### src/rtl/param_select_sorter.sv
// -----------------------------------------------------------------------------
// param_select_sorter
//
// In-place selection sorter over a DEPTH = 2**AW entry, W-bit register-array
// memory. While idle the host loads and reads the memory through a simple
// addr/wr port (1-cycle registered read, read-old-on-collision). A start
// pulse sorts the memory ascending or descending, then the block returns to
// ready with a one-cycle done pulse.
//
// Optional feature (macro SORTER_SWAPCNT_EN): adds output 'swaps' (AW+1 bits)
// counting the swaps performed by the current/last sort.
//
// Ports:
//   clk      in   clock, all state changes on rising edge
//   nrst     in   asynchronous active-low reset
//   start    in   begin sort (honoured only while ready=1)
//   descend  in   0 = ascending, 1 = descending, sampled with start
//   ready    out  1 = idle, host port active
//   done     out  one-cycle pulse as ready returns after a sort
//   wr       in   host write strobe (idle only)
//   addr     in   host read/write address, AW bits
//   datain   in   host write data, W bits
//   dataout  out  registered host read data, W bits
//   swaps    out  swap count, AW+1 bits (SORTER_SWAPCNT_EN only)
// -----------------------------------------------------------------------------
module param_select_sorter #(
    parameter int W  = 8,
    parameter int AW = 3
) (
    input  logic          clk,
    input  logic          nrst,
    input  logic          start,
    input  logic          descend,
    output logic          ready,
    output logic          done,
    input  logic          wr,
    input  logic [AW-1:0] addr,
    input  logic [W-1:0]  datain,
    output logic [W-1:0]  dataout
`ifdef SORTER_SWAPCNT_EN
    ,
    output logic [AW:0]   swaps
`endif
);

    localparam int            DEPTH = 2 ** AW;
    localparam logic [AW-1:0] LAST  = {AW{1'b1}};

    typedef enum logic [2:0] {
        S_IDLE  = 3'd0,
        S_OUTER = 3'd1,
        S_INNER = 3'd2,
        S_ENDIN = 3'd3,
        S_SWAP  = 3'd4
    } state_t;

    state_t        state_r;
    state_t        state_s;

    logic [W-1:0]  mem_r [DEPTH];
    logic [AW-1:0] i_r;
    logic [AW-1:0] j_r;
    logic [AW-1:0] m_r;
    logic [W-1:0]  best_r;
    logic          desc_r;
    logic          ready_r;
    logic          done_r;
    logic [W-1:0]  dataout_r;
    logic [AW:0]   swaps_r;

    logic          idle_s;
    logic          host_wr_s;
    logic          better_s;

    // Strict comparison: equal values never replace the current best, so
    // ties keep the first-found index and sorted input performs no swaps.
    function automatic logic is_better(input logic [W-1:0] cand,
                                       input logic [W-1:0] best,
                                       input logic         desc);
        if (desc) begin
            return (cand > best);
        end else begin
            return (cand < best);
        end
    endfunction

    assign idle_s    = (state_r == S_IDLE);
    assign host_wr_s = idle_s && wr && !start;   // start wins over a write
    assign better_s  = is_better(mem_r[j_r], best_r, desc_r);

    assign ready   = ready_r;
    assign done    = done_r;
    assign dataout = dataout_r;
`ifdef SORTER_SWAPCNT_EN
    assign swaps   = swaps_r;
`endif

    // FSM state register.
    always_ff @(posedge clk or negedge nrst) begin
        if (!nrst) begin
            state_r <= S_IDLE;
        end else begin
            state_r <= state_s;
        end
    end

    // FSM next-state logic.
    always_comb begin
        state_s = state_r;
        case (state_r)
            S_IDLE: begin
                if (start) state_s = S_OUTER;
                else       state_s = S_IDLE;
            end
            S_OUTER: begin
                // Last-index check comes before any increment of i.
                if (i_r == LAST) state_s = S_IDLE;
                else             state_s = S_INNER;
            end
            S_INNER: begin
                if (j_r == LAST) state_s = S_ENDIN;
                else             state_s = S_INNER;
            end
            S_ENDIN: begin
                if (m_r == i_r) state_s = S_OUTER;
                else            state_s = S_SWAP;
            end
            S_SWAP:  state_s = S_OUTER;
            default: state_s = S_IDLE;
        endcase
    end

    // Data path: indices, running best, host read port and status outputs.
    always_ff @(posedge clk or negedge nrst) begin
        if (!nrst) begin
            i_r       <= '0;
            j_r       <= '0;
            m_r       <= '0;
            best_r    <= '0;
            desc_r    <= 1'b0;
            ready_r   <= 1'b1;
            done_r    <= 1'b0;
            dataout_r <= '0;
            swaps_r   <= '0;
        end else begin
            ready_r <= (state_s == S_IDLE);
            done_r  <= (state_r == S_OUTER) && (i_r == LAST);
            case (state_r)
                S_IDLE: begin
                    if (start) begin
                        desc_r  <= descend;
                        i_r     <= '0;
                        swaps_r <= '0;
                    end else begin
                        dataout_r <= mem_r[addr];
                    end
                end
                S_OUTER: begin
                    if (i_r != LAST) begin
                        j_r    <= i_r + 1'b1;
                        m_r    <= i_r;
                        best_r <= mem_r[i_r];
                    end
                end
                S_INNER: begin
                    if (better_s) begin
                        m_r    <= j_r;
                        best_r <= mem_r[j_r];
                    end
                    if (j_r != LAST) begin
                        j_r <= j_r + 1'b1;
                    end
                end
                S_ENDIN: begin
                    if (m_r == i_r) begin
                        i_r <= i_r + 1'b1;
                    end
                end
                S_SWAP: begin
                    i_r     <= i_r + 1'b1;
                    swaps_r <= swaps_r + 1'b1;
                end
                default: begin
                    i_r <= '0;
                end
            endcase
        end
    end

    // Memory array: host writes while idle, both swap writes in one SWAP cycle
    // (m != i is guaranteed there, and the right side reads pre-edge values).
    always_ff @(posedge clk) begin
        if (host_wr_s) begin
            mem_r[addr] <= datain;
        end else if (state_r == S_SWAP) begin
            mem_r[i_r] <= best_r;
            mem_r[m_r] <= mem_r[i_r];
        end
    end

endmodule

### config.mk
export PLATFORM = sky130hd
export DESIGN_NAME = param_select_sorter
export DESIGN_NICKNAME = d
export VERILOG_FILES = /design/src/rtl/param_select_sorter.sv
export SDC_FILE = /design/constraint.sdc
export NUM_CORES = 1
export LEC_CHECK = 0
export CAP_MARGIN = 20
export CORE_UTILIZATION = 60
export CTS_BUF_LIST = sky130_fd_sc_hd__clkbuf_4
export CTS_CLUSTER_SIZE = 20
export DETAILED_ROUTE_END_ITERATION = 8
export PLACE_DENSITY = 0.79
export SKIP_CTS_REPAIR_TIMING = 1
export SYNTH_ARGS = -nofsm -noshare
export SYNTH_HDL_FRONTEND = slang
export SYNTH_SLANG_ARGS = --single-unit
### constraint.sdc
create_clock -name clk -period 6.35 [get_ports clk]
set_input_delay 1.27 -clock clk [delete_from_list [all_inputs] [get_ports clk]]
set_output_delay 1.27 -clock clk [all_outputs]
set_load 0.005 [all_outputs]
======== After elaboration in Yosys (flattened, before gate mapping) ========
Memory sizes are Yosys's and may differ from the RTL's. A register that Yosys moved wholly into a read port is not among the register bits.
Index checks and enable logic that the tools add are counted.
Widths: inputs -> output; s select.
word-level totals
  flip-flop bits (word level) ............. 23
  memory bits (writable) .................. 64
  input bits .............................. 16
  memories ................................ 1
memories
  name   words  width  read ports  clocked after memory_dff  wr ports  RTL line  text
  mem_r  8      8      3           1                         2         60        logic [W-1:0] mem_r [DEPTH];
operators by class
  $add $sub $neg .......................... 2
  order comparisons ....................... 2
  equal/unequal tests ..................... 14
  multiplexer cells ....................... 26
  bitwise operators ....................... 2
  reductions and logical operators ........ 15
operators with widths
  operator             number
  $mux 3               8
  $mux 8               3
  $pmux 8 s2           1
  $pmux 3 s5           1
  $pmux 3 s2           2
  $pmux 3 s4           1
  $eq 3x3->1 const B   3
  $mux 1               9
  $reduce_and 3->1     3
  $gt 8x8->1           1
  $lt 8x8->1           1
  $ne 2x2->1 const B   4
  $reduce_or 8->1      1
  $add 3x1->3 const B  2
  $eq 3x2->1 const B   2
  $logic_not 3->1      2
  $ne 3x3->1 const B   2
  $reduce_and 2->1     2
  $eq 3x1->1 const B   1
  $eq 3x3->1           1
  $logic_and 1x1->1    3
  $logic_not 1->1      2
  $mux 2               1
  $ne 2x1->1 const B   1
  3 further kinds      4

======== Longest topological paths before layout ========
Gate-level depths: netlist of run 1.
  word-level depth ........................ 7
  gate-level depth with buffers ........... 12

======== Worst setup path before layout of run 1 ========
Ideal clock, no wire load.
  kind .................................... input port to flip-flop
  start point ............................. input port start
  end point ............................... memory mem_r[0][0], enable pin
  setup time .............................. 0.384 ns
  arrival time ............................ 2.658 ns
  data required time ...................... 5.966 ns
  slack ................................... 3.308 ns
  stages .................................. 4
  path buffers ............................ 0
  cell sequence ........................... nor4_4 > nand2_1 > o22a_1 > o21ai_0
RTL lines
  element             RTL line  text
  start: declaration  32        input logic start,
  end: declaration    60

==> results of run 1 <==
==> layer usage <==
metal / wire length, um / up-vias / part of all wire / track usage
met4: 860 / 0 / 0.054 / 0.1912
met3: 1756 / 60 / 0.11 / 0.06908
li1: - / 1951 / - / -
met5: 0 / - / 0 / 0
met1: 6100 / 2101 / 0.38 / 0.4507
met2: 7165 / 310 / 0.45 / 0.4677
==> stage by stage <==
| step | cell area [sq um] | instances | util |
|---|---|---|---|
| after floorplan | 6016 | 503 | - |
| after global placement | 6275 | 631 | 0.6449 |
| final | 6442 | 655 | 0.6622 |
| after CTS | 6405 | 648 | 0.6583 |
| after global routing | 6442 | 655 | 0.6622 |
| after detailed placement | 6282 | 632 | 0.6457 |
==> logic make-up (layout without fill, tap and decap cells) <==
group,after synthesis,count (layout)
AO/OA/AOI/OAI,108,108
multiplexers,96,96
AND/OR/NAND/NOR,143,143
adder cells (fa/ha/maj),12,12
buffers and inverters,46,65
XOR/XNOR,3,3
flip-flops,95,95
==> path summary, 6_finish.rpt <==
kind / start / endpoint / slack, ns / depth (start not counted)
worst max-delay path: start / mem_r[1][7] / 2.53 / 4
worst min-delay path: dataout[3] / dataout[3] / 0.54 / 2
worst max register to register: j_r[0] / m_r[1] / 2.67 / 10
worst min register to register: dataout[3] / dataout[3] / 0.54 / 2
max in group asynchronous: nrst / ready / 4.85 / 2
min in group asynchronous: nrst / done / 1.18 / 2
==> cells in the final DEF (no fill, tap or decap), types with 2 or more instances in the layout <==
cell / netlist / final
clkdlybuf4s50_1: 0 / 25
nand3_1: 2 / 2
nand2_2: 8 / 8
xor2_1: 3 / 3
a22o_1: 2 / 2
nor4bb_1: 2 / 2
nand4_1: 2 / 2
clkbuf_4: 0 / 9
o21ai_0: 14 / 14
nand3_2: 3 / 3
nand2_1: 27 / 27
nor2b_1: 3 / 3
nor2_1: 79 / 79
nor3_1: 4 / 4
and2_1: 2 / 2
buf_4: 5 / 8
nor3b_1: 2 / 2
ha_1: 12 / 12
inv_1: 10 / 10
inv_6: 0 / 3
mux2_2: 14 / 14
mux2i_1: 34 / 34
mux4_1: 16 / 16
buf_2: 14 / 6
a21oi_1: 79 / 79
a31oi_1: 5 / 5
dfrtp_1: 30 / 30
edfxtp_1: 64 / 64
mux4_2: 32 / 32
==> critical path, stage by stage <==
cell and delay, ns:
clkdlybuf4s50_1 0.49, nor4_4 0.91, a32oi_1 0.35, o21ai_0 0.89
==> sequential cells by signal, summed over array words and instances (netlist names) <==
signal / flops
mem_r: 64
best_r: 8
dataout: 8
i_r: 3
j_r: 3
m_r: 3
state_r: 3
desc_r: 1
done: 1
ready: 1
==> where the power goes <==
group	switching [W]	internal (W)
registers	0.000169	0.000793
logic	0.000607	0.000553
clock network	0.000223	0.0000864
==> final cells by class <==
| cell class | count | area, sq um |
|---|---|---|
| fill | 752 | 3287 |
| clock buffer | 9 | 67.56 |
| multi-input combinational | 362 | 3077 |
| sequential | 95 | 2699 |
| clock inverter | 7 | 55.05 |
| timing repair buffer | 39 | 340.3 |
| tap | 133 | 166.4 |
| inverter | 10 | 37.54 |
==> qor.txt, run 1 <==
Crit path kind = input pin to flip-flop
Post-synth ARST share = 0.3263
Synth Area in Adders = 0.02496
Fin crit period = 3.818 ns
1st-pass router iterations = 5
GP Congestion = 0.9370
Synth Warn # = 0
Core Region = 9729 sq um
Num rows = 36
Slew Limit Fails = 0
Status = finished, final reports clean
CTS Buf Count = 9
Die extent in y = 102.1 um
XOR/XNOR share of the synthesized area = 0.004368
Final Hold Slack = 0.5443 ns
Largest family of logic cells by synthesized area = multiplexers
Max VDD drop = 0.1710 mV
Clock-pin slew on the worst setup and hold paths = 0.15 ns
Residual DRC = 0
Io pins = 26
Max_slew headroom = 0.2152
Clock Latency Late Sink = 0.47 ns
Pre-CTS WS = 1.950 ns
Synth Register Bits = 95
Max Clk Rate = 261.9 MHz
Clock skew = 0.01898 ns
Top FF cell, synth = edfxtp_1
Synthesized instance count = 503
Unrepaired setup endpoints after global routing = no
Synth top area share = 0.3195
Via density = 6.751
Leak = 2.432 nW
Power, Total = 0.002431 W
Seq/Total Area, Yosys = 0.4486
Area grow syn2layout = 7.092%
Diode count = 0
Post-synthesis mux area share = 0.2725
Fin. Hold Viols = 0
CTS H-Tree Depth = 3
Worst-margin pin slew = 1.145 ns
Most frequent cells after synthesis = 79 x a21oi_1, 79 x nor2_1, 64 x edfxtp_1
Syn Area/Cell = 11.96 sq um
Nets = 545
Die X-Extent = 102.1 um
Post-Synth Simple-Gate Area = 0.1134
GRT Overall Usage = 0.3224
Post-synth net total = 531
Worst min-delay path category = flip-flop to flip-flop
Number of synthesized flops with an enable pin = 64
Complex-gate fraction of the synthesized area = 0.09630
Layout cells sized above 1 = 0.1762
Unique masters post-synth = 48
Routed vias = 4,422
Final period utilization = 0.6013
Area leader, netlist = edfxtp_1
Root Driver = clkbuf_4
Hpwl dp = 11,370 um
Port buffer count = 25
Synthesized area = 6016 sq um
CP startpoint kind = input pin
Starting Density = 0.6183
First-pass GRT wire length = 23,360 um
Worst EP arrival = 3.92 ns
Maxcap violations = 0
GR Overflow Total = 0
PD cells = 377.3 nW/um^2
Total Neg Setup Slack = 0 ns
Pin count of the biggest net entering global routing = 32
Initial detailed-routing violation count = 581
Vias in the first global route = 3,976
Max Buffers Root-to-Sink = 2
Initial antenna violation count = 0
DR WL/cell = 24.25 um
Final worst slack = 2.532 ns
Die area = 10,430 sq um
Total wire length = 15,880 um
Sink Count = 95
Top post-synthesis cells by area = edfxtp_1 32%, dfrtp_1 12%, mux4_2 12%
Worst setup EP type = flip-flop
Max FO, Critical Path = 19
Endpoints failing setup = 0
Final ANT Viol Nets = 0
Data required, critical path = 6.45 ns
CTS tree = yes
(Power assumes the default switching activity.)
==> run 2: changes to the inputs <==
--- a/config.mk
+++ b/config.mk
@@ -6,7 +6,7 @@
 export NUM_CORES = 1
 export LEC_CHECK = 0
 export CAP_MARGIN = 20
-export CORE_UTILIZATION = 60
+export CORE_UTILIZATION = 57
 export CTS_BUF_LIST = sky130_fd_sc_hd__clkbuf_4
 export CTS_CLUSTER_SIZE = 20
 export DETAILED_ROUTE_END_ITERATION = 8
==> constraint.sdc (replaced) <==
create_clock -name clk -period 3.1 [get_ports clk]
set_input_delay 0.62 -clock clk [delete_from_list [all_inputs] [get_ports clk]]
set_output_delay 0.62 -clock clk [all_outputs]
set_load 0.005 [all_outputs]
==> qor.txt, run 2 (synthesis gave the netlist of run 1 again) <==
Crit path kind = flip-flop to flip-flop
Final Hold Slack = 0.5125 ns
Worst-margin pin slew = 1.020 ns
DR WL/cell = 24.67 um
Vias in the first global route = 4,639
Reg with most FFs = mem_r
Worst setup EP type = flip-flop
Non-filler cells, final = 684
R2r setup slk = 0.04 ns
First-pass GRT wire length = 25,280 um
Residual DRC = 0
Initial detailed-routing violation count = 493
Root Driver = clkbuf_4
Die X-Extent = 104.7 um
Fin. Hold Viols = 0
Most frequent cells in the layout = 79 x nor2_1, 75 x a21oi_1, 64 x edfxtp_1, 44 x mux4_2, 34 x buf_4
Port buffer count = 25
Area grow syn2layout = 13.81%
Endpoints failing setup = 0
Max VDD drop = 0.4654 mV
Worst min-delay path category = input pin to async pin
CTS Buf Count = 9
Status = finished, final reports clean
Hpwl dp = 11,640 um
R2r worst-path depth = 11
R2r startpoint = j_r[0]
Io pins = 26
Clock-pin slew on the worst setup and hold paths = 0.19 ns
Max Clk Rate = 326.6 MHz
Die extent in y = 104.7 um
Final period utilization = 0.9878
CP startpoint kind = flip-flop
Max reg flops = 64
CTS H-Tree Depth = 3
Num rows = 37
Via density = 6.810
Sink Count = 95
Routed vias = 4,658
Leak = 2.558 nW
Diode count = 0
Max Buffers Root-to-Sink = 2
Total wire length = 16,870 um
Nets = 571
Die area = 10,970 sq um
Fin crit period = 3.062 ns
GR Overflow Total = 0
Core Region = 10,280 sq um
CTS tree = yes
Max_slew headroom = 0.3167
Final worst slack = 0.03776 ns
Final Util = 0.6662
GRT Overall Usage = 0.3126
PD cells = 827.5 nW/um^2
RR Endpoint = best_r[3]
Initial antenna violation count = 0
Clock Latency Late Sink = 0.48 ns
Data required, critical path = 3.49 ns
GP Congestion = 0.9492
Slew Limit Fails = 0
Layout cells sized above 1 = 0.2682
Starting Density = 0.5853
Maxcap violations = 0
Unrepaired setup endpoints after global routing = yes
Leading cell type in the layout, fill and taps excluded = nor2_1
Max FO, Critical Path = 7
Final ANT Viol Nets = 0
Worst EP arrival = 3.45 ns
Dpl cells = 666
Pre-CTS WS = -0.02805 ns
Clock skew = 0.04038 ns
1st-pass router iterations = 5
Pin count of the biggest net entering global routing = 32
-- run 2: changes by cell type in the layout (fill, tap and decap cells not counted), sizes merged --
cell / before / now
buf: 14 / 39
inv: 14 / 11
clkbuf: 9 / 11
bufinv: 0 / 1
clkinvlp: 0 / 1
-- run 2: final cells by class --
class                           instances  area [sq um]
Clock buffer                           10         75.07
Inverter                               10         37.54
Fill cell                             760          3431
Tap cell                              136         170.2
Clock inverter                          6         68.82
Timing Repair Buffer                   65         603.1
Multi-Input combinational cell        362          3192
Sequential cell                        95          2700
-- run 2: worst max-delay path by stage --
stage | cells after the start | to | slack [ns] | startpoint
after floorplan | 12 | best_r[0] | 0.09 | j_r[0]
after global placement | 10 | best_r[2] | 0.06 | j_r[0]
after detailed placement | 10 | best_r[4] | -0.03 | j_r[0]
after CTS | 10 | best_r[4] | -0.11 | j_r[0]
after global routing | 11 | best_r[3] | -0.04 | j_r[0]
final | 11 | best_r[3] | 0.04 | j_r[0]
-- run 2: worst max-delay path: stages, from the launching register on --
cell	delay (ns)
dfrtp_2	0.53
buf_8	0.17
mux4_1	0.55
mux2_2	0.32
ha_4	0.24
a21oi_2	0.18
a21oi_2	0.10
o31a_1	0.33
o2bb2ai_4	0.16
buf_6	0.20
buf_6	0.11
mux2i_1	0.10
-- run 2: per-layer routing --
| metal | GRT usage | part of all wire | vias to the layer above |
|---|---|---|---|
| met4 | 0.1751 | 0.058 | 0 |
| met2 | 0.5033 | 0.48 | 325 |
| met3 | 0.05490 | 0.10 | 87 |
| li1 | - | - | 1987 |
| met1 | 0.4032 | 0.36 | 2259 |
| met5 | 0 | 0 | - |
-- run 2: power by group --
group / internal [W] / leakage [nW] / switching (W)
Clock: 0.000260 / 0.0770 / 0.000470
Sequential: 0.00163 / 0.947 / 0.000280
Combinational: 0.00152 / 1.53 / 0.00151
Total: 0.00340 / 2.56 / 0.00226
-- run 2: stage by stage --
stage                     TNS (ns)  area (sq um)  total power (W)
final                            0          6847         0.005665
after detailed placement  -0.06081          6531         0.004405
after global routing       -0.1044          6847         0.005922
after floorplan                  0          6016         0.003666
after global placement           0          6531         0.004284
after CTS                  -0.4503          6675         0.005117
